==> src/rtl/score_pkg.sv <==
// Shared types and helpers for the score bank: power-up codes, BCD digit type,
// and a single-digit BCD add with carry.
package score_pkg;

  localparam logic [1:0] PU_NONE   = 2'd0;
  localparam logic [1:0] PU_DOUBLE = 2'd1;
  localparam logic [1:0] PU_BONUS  = 2'd2;
  localparam logic [1:0] PU_FREEZE = 2'd3;

  typedef logic [3:0] bcd_t;

  // Returns {carry, digit}. A binary sum above 9 is pushed past 15 by adding 6,
  // which leaves the decimal carry in bit 4 and the corrected digit below it.
  function automatic logic [4:0] bcd_add(input bcd_t a, input bcd_t b, input logic cin);
    logic [4:0] s;
    s = {1'b0, a} + {1'b0, b} + {4'd0, cin};
    bcd_add = (s > 5'd9) ? s + 5'd6 : s;
  endfunction

endpackage

==> src/rtl/hit_debounce.sv <==
// Per-player 2-flop synchroniser and level debounce filter. rise is a
// combinational strobe, high in the cycle before filt steps from 0 to 1.
module hit_debounce #(
  parameter int DEBOUNCE = 16
) (
  input  logic clock,
  input  logic resetn,
  input  logic hit_raw,
  output logic filt,
  output logic rise
);
  localparam int CW = (DEBOUNCE > 1) ? $clog2(DEBOUNCE) : 1;

  logic [1:0]    sync_q;
  logic          filt_q, filt_d;
  logic [CW-1:0] cnt_q, cnt_d;
  logic          s;

  assign s = sync_q[1];

  always_comb begin
    filt_d = filt_q;
    cnt_d  = cnt_q;
    if (s == filt_q) begin
      cnt_d = '0;
    end else if (cnt_q == CW'(DEBOUNCE - 1)) begin
      filt_d = s;
      cnt_d  = '0;
    end else begin
      cnt_d = cnt_q + 1'b1;
    end
  end

  always_ff @(posedge clock or negedge resetn) begin
    if (!resetn) begin
      sync_q <= '0;
      filt_q <= 1'b0;
      cnt_q  <= '0;
    end else begin
      sync_q <= {sync_q[0], hit_raw};
      filt_q <= filt_d;
      cnt_q  <= cnt_d;
    end
  end

  assign filt = filt_q;
  assign rise = filt_d & ~filt_q;

endmodule

==> src/rtl/score_bank.sv <==
// Multi-player debounced BCD scoring with saturation and leader tracking.
// Leader comparator only exists when SCORE_BANK_LEADER_EN is defined.
module score_bank
  import score_pkg::*;
#(
  parameter  int NUM_PLAYERS = 2,
  parameter  int DIGITS      = 4,
  parameter  int DEBOUNCE    = 16,
  parameter  int BONUS       = 5,
  localparam int LW          = (NUM_PLAYERS > 1) ? $clog2(NUM_PLAYERS) : 1
) (
  input  logic                            clock,
  input  logic                            resetn,
  input  logic                            clear,
  input  logic                            run,
  input  logic [NUM_PLAYERS-1:0]          hit_raw,
  input  logic [2*NUM_PLAYERS-1:0]        powerup,
  output logic [4*DIGITS*NUM_PLAYERS-1:0] score_bcd,
  output logic [NUM_PLAYERS-1:0]          hit_pulse,
  output logic [NUM_PLAYERS-1:0]          saturated,
  output logic [LW-1:0]                   leader,
  output logic                            leader_valid
);
  logic [NUM_PLAYERS-1:0][DIGITS-1:0][3:0] scores;
  logic [NUM_PLAYERS-1:0]                  filt, rise;

  assign score_bcd = scores;

  for (genvar p = 0; p < NUM_PLAYERS; p++) begin : g_pl
    logic [DIGITS-1:0][3:0] score_q, score_d, sum;
    logic                   sat_q, sat_d, pulse_q, acc;
    bcd_t                   inc;
    logic                   cy;
    logic [4:0]             t;

    hit_debounce #(.DEBOUNCE(DEBOUNCE)) u_deb (
      .clock  (clock),
      .resetn (resetn),
      .hit_raw(hit_raw[p]),
      .filt   (filt[p]),
      .rise   (rise[p])
    );

    assign acc = rise[p] & ~filt[p] & run & ~clear;

    always_comb begin
      case (powerup[2*p +: 2])
        PU_NONE:   inc = 4'd1;
        PU_DOUBLE: inc = 4'd2;
        PU_BONUS:  inc = 4'(BONUS);
        default:   inc = 4'd0;
      endcase
      cy  = 1'b0;
      t   = '0;
      sum = '0;
      for (int d = 0; d < DIGITS; d++) begin
        t      = bcd_add(score_q[d], (d == 0) ? inc : 4'd0, cy);
        sum[d] = t[3:0];
        cy     = t[4];
      end
      score_d = score_q;
      sat_d   = sat_q;
      if (acc) begin
        score_d = cy ? {DIGITS{4'h9}} : sum;
        sat_d   = sat_q | cy;
      end
      if (clear) begin
        score_d = '0;
        sat_d   = 1'b0;
      end
    end

    always_ff @(posedge clock or negedge resetn) begin
      if (!resetn) begin
        score_q <= '0;
        sat_q   <= 1'b0;
        pulse_q <= 1'b0;
      end else begin
        score_q <= score_d;
        sat_q   <= sat_d;
        pulse_q <= acc;
      end
    end

    assign scores[p]    = score_q;
    assign saturated[p] = sat_q;
    assign hit_pulse[p] = pulse_q;
  end

`ifdef SCORE_BANK_LEADER_EN
  logic [LW-1:0]          lead_q, lead_d;
  logic                   lv_q, lv_d;
  logic [4*DIGITS-1:0]    best;

  // BCD ordering matches numeric ordering, so a plain unsigned compare works.
  always_comb begin
    lead_d = '0;
    lv_d   = 1'b0;
    best   = scores[0];
    for (int p = 0; p < NUM_PLAYERS; p++) begin
      if (scores[p] != '0) lv_d = 1'b1;
      if (scores[p] > best) begin
        best   = scores[p];
        lead_d = LW'(p);
      end
    end
  end

  always_ff @(posedge clock or negedge resetn) begin
    if (!resetn) begin
      lead_q <= '0;
      lv_q   <= 1'b0;
    end else begin
      lead_q <= lead_d;
      lv_q   <= lv_d;
    end
  end

  assign leader       = lead_q;
  assign leader_valid = lv_q;
`else
  assign leader       = '0;
  assign leader_valid = 1'b0;
`endif

endmodule

==> config.mk <==
export PLATFORM = sky130hd
export DESIGN_NAME = score_bank
export DESIGN_NICKNAME = d
export VERILOG_FILES = /design/src/rtl/score_pkg.sv /design/src/rtl/hit_debounce.sv /design/src/rtl/score_bank.sv
export SDC_FILE = /design/constraint.sdc
export NUM_CORES = 1
export LEC_CHECK = 0
export CORE_ASPECT_RATIO = 1.75
export CORE_MARGIN = 4
export CORE_UTILIZATION = 51
export DETAILED_ROUTE_END_ITERATION = 10
export PLACE_DENSITY = 0.83
export SYNTH_ARGS = -nofsm -noshare
export SYNTH_HDL_FRONTEND = slang
export SYNTH_SLANG_ARGS = --single-unit
==> constraint.sdc <==
create_clock -name clock -period 4.9 [get_ports clock]
set_clock_uncertainty 0.2 [all_clocks]
set_input_delay 0.98 -clock clock [delete_from_list [all_inputs] [get_ports clock]]
set_output_delay 0.98 -clock clock [all_outputs]
set_load 0.03 [all_outputs]
==> PnR_summary.wiki <==
{| class="wikitable"
! Metric !! Value
|-
| Flip-flop and latch count after synthesis || 50
|-
| Detailed-router iteration count before antenna repair || 4
|-
| Fin. max-slew vios || 0
|-
| Final-report hold violation count || 0
|-
| Cells after Synth || 480
|-
| Clock tree from TritonCTS || built
|-
| Clock network fraction of total power || 44.9%
|-
| Start point of the worst hold path || g_pl[0].u_deb.sync_q[0]$_DFF_PN0_
|-
| Number of ports placed on the die boundary || 48
|-
| Violations in the final reports || negative setup slack
|-
| Overflow left after global routing || 0
|-
| Most frequently used flop master after synthesis || dfrtp_1
|-
| Crit path kind || primary input to flop
|-
| Capturing element type of the critical path || flop
|-
| First-pass GRT wire length || 18100 um
|-
| Setup repair after global routing missed its margin || yes
|-
| Count of maximum capacitance violations || 0
|-
| Highest clock frequency the design can meet || 186 MHz
|-
| Slew at the pin closest to its max-slew limit || 0.824 ns
|-
| Detailed-route vias per instance || 6.09
|-
| Logic gate share of total power || 8.9%
|-
| Leading cell type in the layout, fill and taps excluded || buf_4
|-
| Total routed wirelength || 11900 um
|-
| DRC viols || 0
|-
| Overall die height || 124 um
|-
| Clock net sink count || 50
|-
| Post-layout min period || 5.37 ns
|-
| Fraction of registers with async set/reset || 100%
|-
| Die boundary width || 74.0 um
|-
| H-tree levels || 2
|-
| Critical path origin || powerup[0]
|-
| Share of synthesized area occupied by flip-flops and latches || 32.2%
|-
| Syn. warnings || 0
|-
| Required arrival time at the worst endpoint || 4.92 ns
|-
| Global placer's final weighted congestion || 0.967
|-
| Worst endpoint data arrival time || 5.39 ns
|-
| Placed cell areas || 4890 sq um
|-
| Largest net degree at the start of global routing || 51
|-
| Crit path setup slack, layout || -0.473 ns
|-
| Final standard cell area without fillers || 5700 sq um
|-
| Net switching power || 0.217 mW
|-
| Count of different cell masters after synthesis || 61
|-
| FP Rows || 41
|-
| Buffer levels on the longest clock path || 2
|-
| Vias in the first global route || 4092
|-
| Initial antenna violation count || 0
|-
| Average cell area after synthesis || 8.11 sq um
|-
| Overall power after layout || 0.916 mW
|-
| CTS buffer count || 5
|-
| DP Wirelength || 7720 um
|-
| Count of filler cells inserted in the layout || 467
|-
| Total of hold buffers inserted after clock tree synthesis || 0
|-
| Critical path launch point type || primary input
|-
| Commonest cells after routing, fill and taps aside || buf_4, dfrtp_1, clkdlybuf4s50_1, nand2_1, nor2_1
|-
| Core footprint || 7340 sq um
|-
| Fraction of final layout cells sized beyond drive strength 1 || 34.4%
|-
| Count of flip-flops with a built-in enable after synthesis || 0
|-
| Share of the clock period used by the worst path || 110%
|-
| Final non-filler cell total || 674
|-
| Area occupied by multi-input gates || 2860 sq um
|-
| Leakage power total || 2.37 nW
|-
| Relative slew slack || 43.6%
|-
| Setup violators final || 30
|-
| Count of input and output buffers || 45
|-
| Pwr per Cell Area || 161 nW/um^2
|-
| Initial Utilization || 53.0%
|-
| Critical Path Fanout Max || 7
|-
| Antenna Diode Count || 0
|-
| GRT Resource Usage Total || 25.2%
|-
| Area of the mapped netlist || 3890 sq um
|-
| Setup slack after placement || -1.35 ns
|-
| Internal || 0.699 mW
|-
| Total area of sequential cells || 1250 sq um
|-
| Portion of total power attributed to sequential cells || 46.2%
|-
| Number of vias in the routed layout || 4106
|-
| Dpl cells || 639
|-
| Mean routed wirelength per cell || 17.7 um
|-
| Die Outline Area || 9150 sq um
|-
| Register-to-register path setup slack || -0.08 ns
|-
| Area growth from synthesis to layout || 46.5%
|-
| Worst reg2reg startpoint || score_bcd[0]$_DFFE_PN0P_
|-
| Maximum vdd ir drop || 0.175 mV
|-
| Iter 0 DRT Violations || 283
|-
| Sw Share || 23.7%
|-
| CTS root buffer || clkbuf_16
|-
| Clock latency of the later-clocked register in the worst-skew pair || 0.29 ns
|-
| Hold WC Path Type || flop to flop
|-
| Clock-pin slew reported for the worst setup and hold paths after clock tree synthesis || 0.07 ns
|-
| Net total in the final layout || 625
|-
| Post-detailed-route count of antenna-violating nets || 0
|-
| Outcome || finished, violations left
|}
==> registers in the layout, summed over array words and instances (netlist names) <==
register	flops
score_bcd	32
g_pl.pulse_q	2
g_pl.u_deb.sync_q	4
g_pl.u_deb.filt	2
g_pl.sat_q	2
g_pl.u_deb.cnt_q	8
==> per-layer routing <==
| metal | wire length, um | part of all wire, % | track usage, % | up-vias |
|---|---|---|---|---|
| met5 | 0 | 0 | 0 | - |
| met1 | 4270 | 36 | 25.4 | 1971 |
| met2 | 6540 | 55 | 46.5 | 143 |
| met4 | 604 | 5.1 | 15.3 | 0 |
| met3 | 489 | 4.1 | 3.99 | 51 |
| li1 | - | - | - | 1941 |
==> power by group through the flow <==
| stage | registers, mW | logic [mW] | clock network [mW] |
|---|---|---|---|
| detailed placement | 0.431 | 0.0665 | 0 |
| global route | 0.424 | 0.0893 | 0.431 |
| CTS | 0.423 | 0.0775 | 0.415 |
| global placement | 0.431 | 0.0637 | 0 |
| finish | 0.424 | 0.0814 | 0.411 |
| floorplan | 0.430 | 0.0366 | 0 |
==> worst max-delay path: stages <==
cell and delay (ns):
buf_12 0.11, inv_12 0.04, ha_4 0.11, inv_2 0.03
fa_2 0.57, a21boi_1 0.07, o22a_1 0.22, o22ai_2 0.21
a21oi_2 0.07, ha_2 0.22, nand2b_4 0.14, a22o_1 0.20
a22o_4 0.25, ha_4 0.18, nand3b_1 0.12, nand2b_1 0.08
a32o_2 0.28, ha_4 0.18, ha_4 0.28, nand3b_1 0.10
o211ai_1 0.09, a31o_2 0.24, or3_4 0.42, o21ai_2 0.15
==> synthesized netlist by cell type, types with 7 or more instances <==
library cell | number | area share [%]
dfrtp_1 | 50 | 32
nand2_1 | 38 | 3.7
nor2_1 | 37 | 3.6
a21oi_1 | 36 | 4.6
o21ai_0 | 34 | 4.4
ha_1 | 26 | 8.4
clkbuf_1 | 24 | 2.3
nor3_1 | 24 | 3.1
inv_1 | 20 | 1.9
o21ai_1 | 14 | 1.8
nand2b_1 | 13 | 2.1
a31oi_1 | 12 | 1.9
nand3b_1 | 11 | 2.1
nor2b_1 | 10 | 1.6
xnor2_1 | 10 | 2.3
nand3_1 | 9 | 1.2
buf_2 | 8 | 1.0
a21o_1 | 7 | 1.4
a22o_1 | 7 | 1.6
nand4_1 | 7 | 1.1
==> final timing paths <==
kind | to | depth (start not counted)
setup / recovery | score_bcd[10]$_DFFE_PN0P_ | 24
hold / removal | g_pl[0].u_deb.sync_q[1]$_DFF_PN0_ | 0
setup reg to reg | score_bcd[10]$_DFFE_PN0P_ | 22
hold reg to reg | g_pl[0].u_deb.sync_q[1]$_DFF_PN0_ | 0
max in group asynchronous | score_bcd[3]$_DFFE_PN0P_ | 2
min in group asynchronous | g_pl[1].pulse_q$_DFF_PN0_ | 2
==> layout make-up <==
| class | count | area share [%] |
|---|---|---|
| Sequential cell | 50 | 22.0 |
| Timing Repair Buffer | 140 | 21.0 |
| Tap cell | 86 | 1.89 |
| Inverter | 21 | 1.91 |
| Multi-Input combinational cell | 369 | 50.2 |
| Clock buffer | 5 | 2.20 |
| Clock inverter | 3 | 0.856 |
==> cell families (layout without fill, tap and decap cells) <==
group | after synthesis | after routing | share of synthesized area, %
and+or+nand+nor | 173 | 173 | 23.1
buffers and inverters | 62 | 169 | 7.07
DFF | 50 | 50 | 32.2
xor gates and xnor gates | 16 | 16 | 3.60
AOI/OAI and AO/OA | 147 | 147 | 23.8
muxes | 3 | 3 | 0.836
other | 1 | 2 | 0.0964
adders and majority gates | 28 | 28 | 9.39
==> timing repair <==
item,4_1_cts,5_1_grt
gates resized for setup,73,40
setup buffers,23,5
pin swaps,34,28
endpoints found under the setup margin,34,34
endpoints found under the hold margin,0,0
==> per-stage QoR <==
stage,hold WS (ns),utilization [%],setup TNS (ns)
2_1_floorplan,0.131,-,-13.77
6_report,0.158,77.7,-11.10
3_3_place_gp,0.141,66.7,-36.43
5_1_grt,0.169,77.7,-17.44
4_1_cts,0.160,75.1,-11.17
3_5_place_dp,0.143,66.7,-41.22
Power figures use the tool's default switching activity.
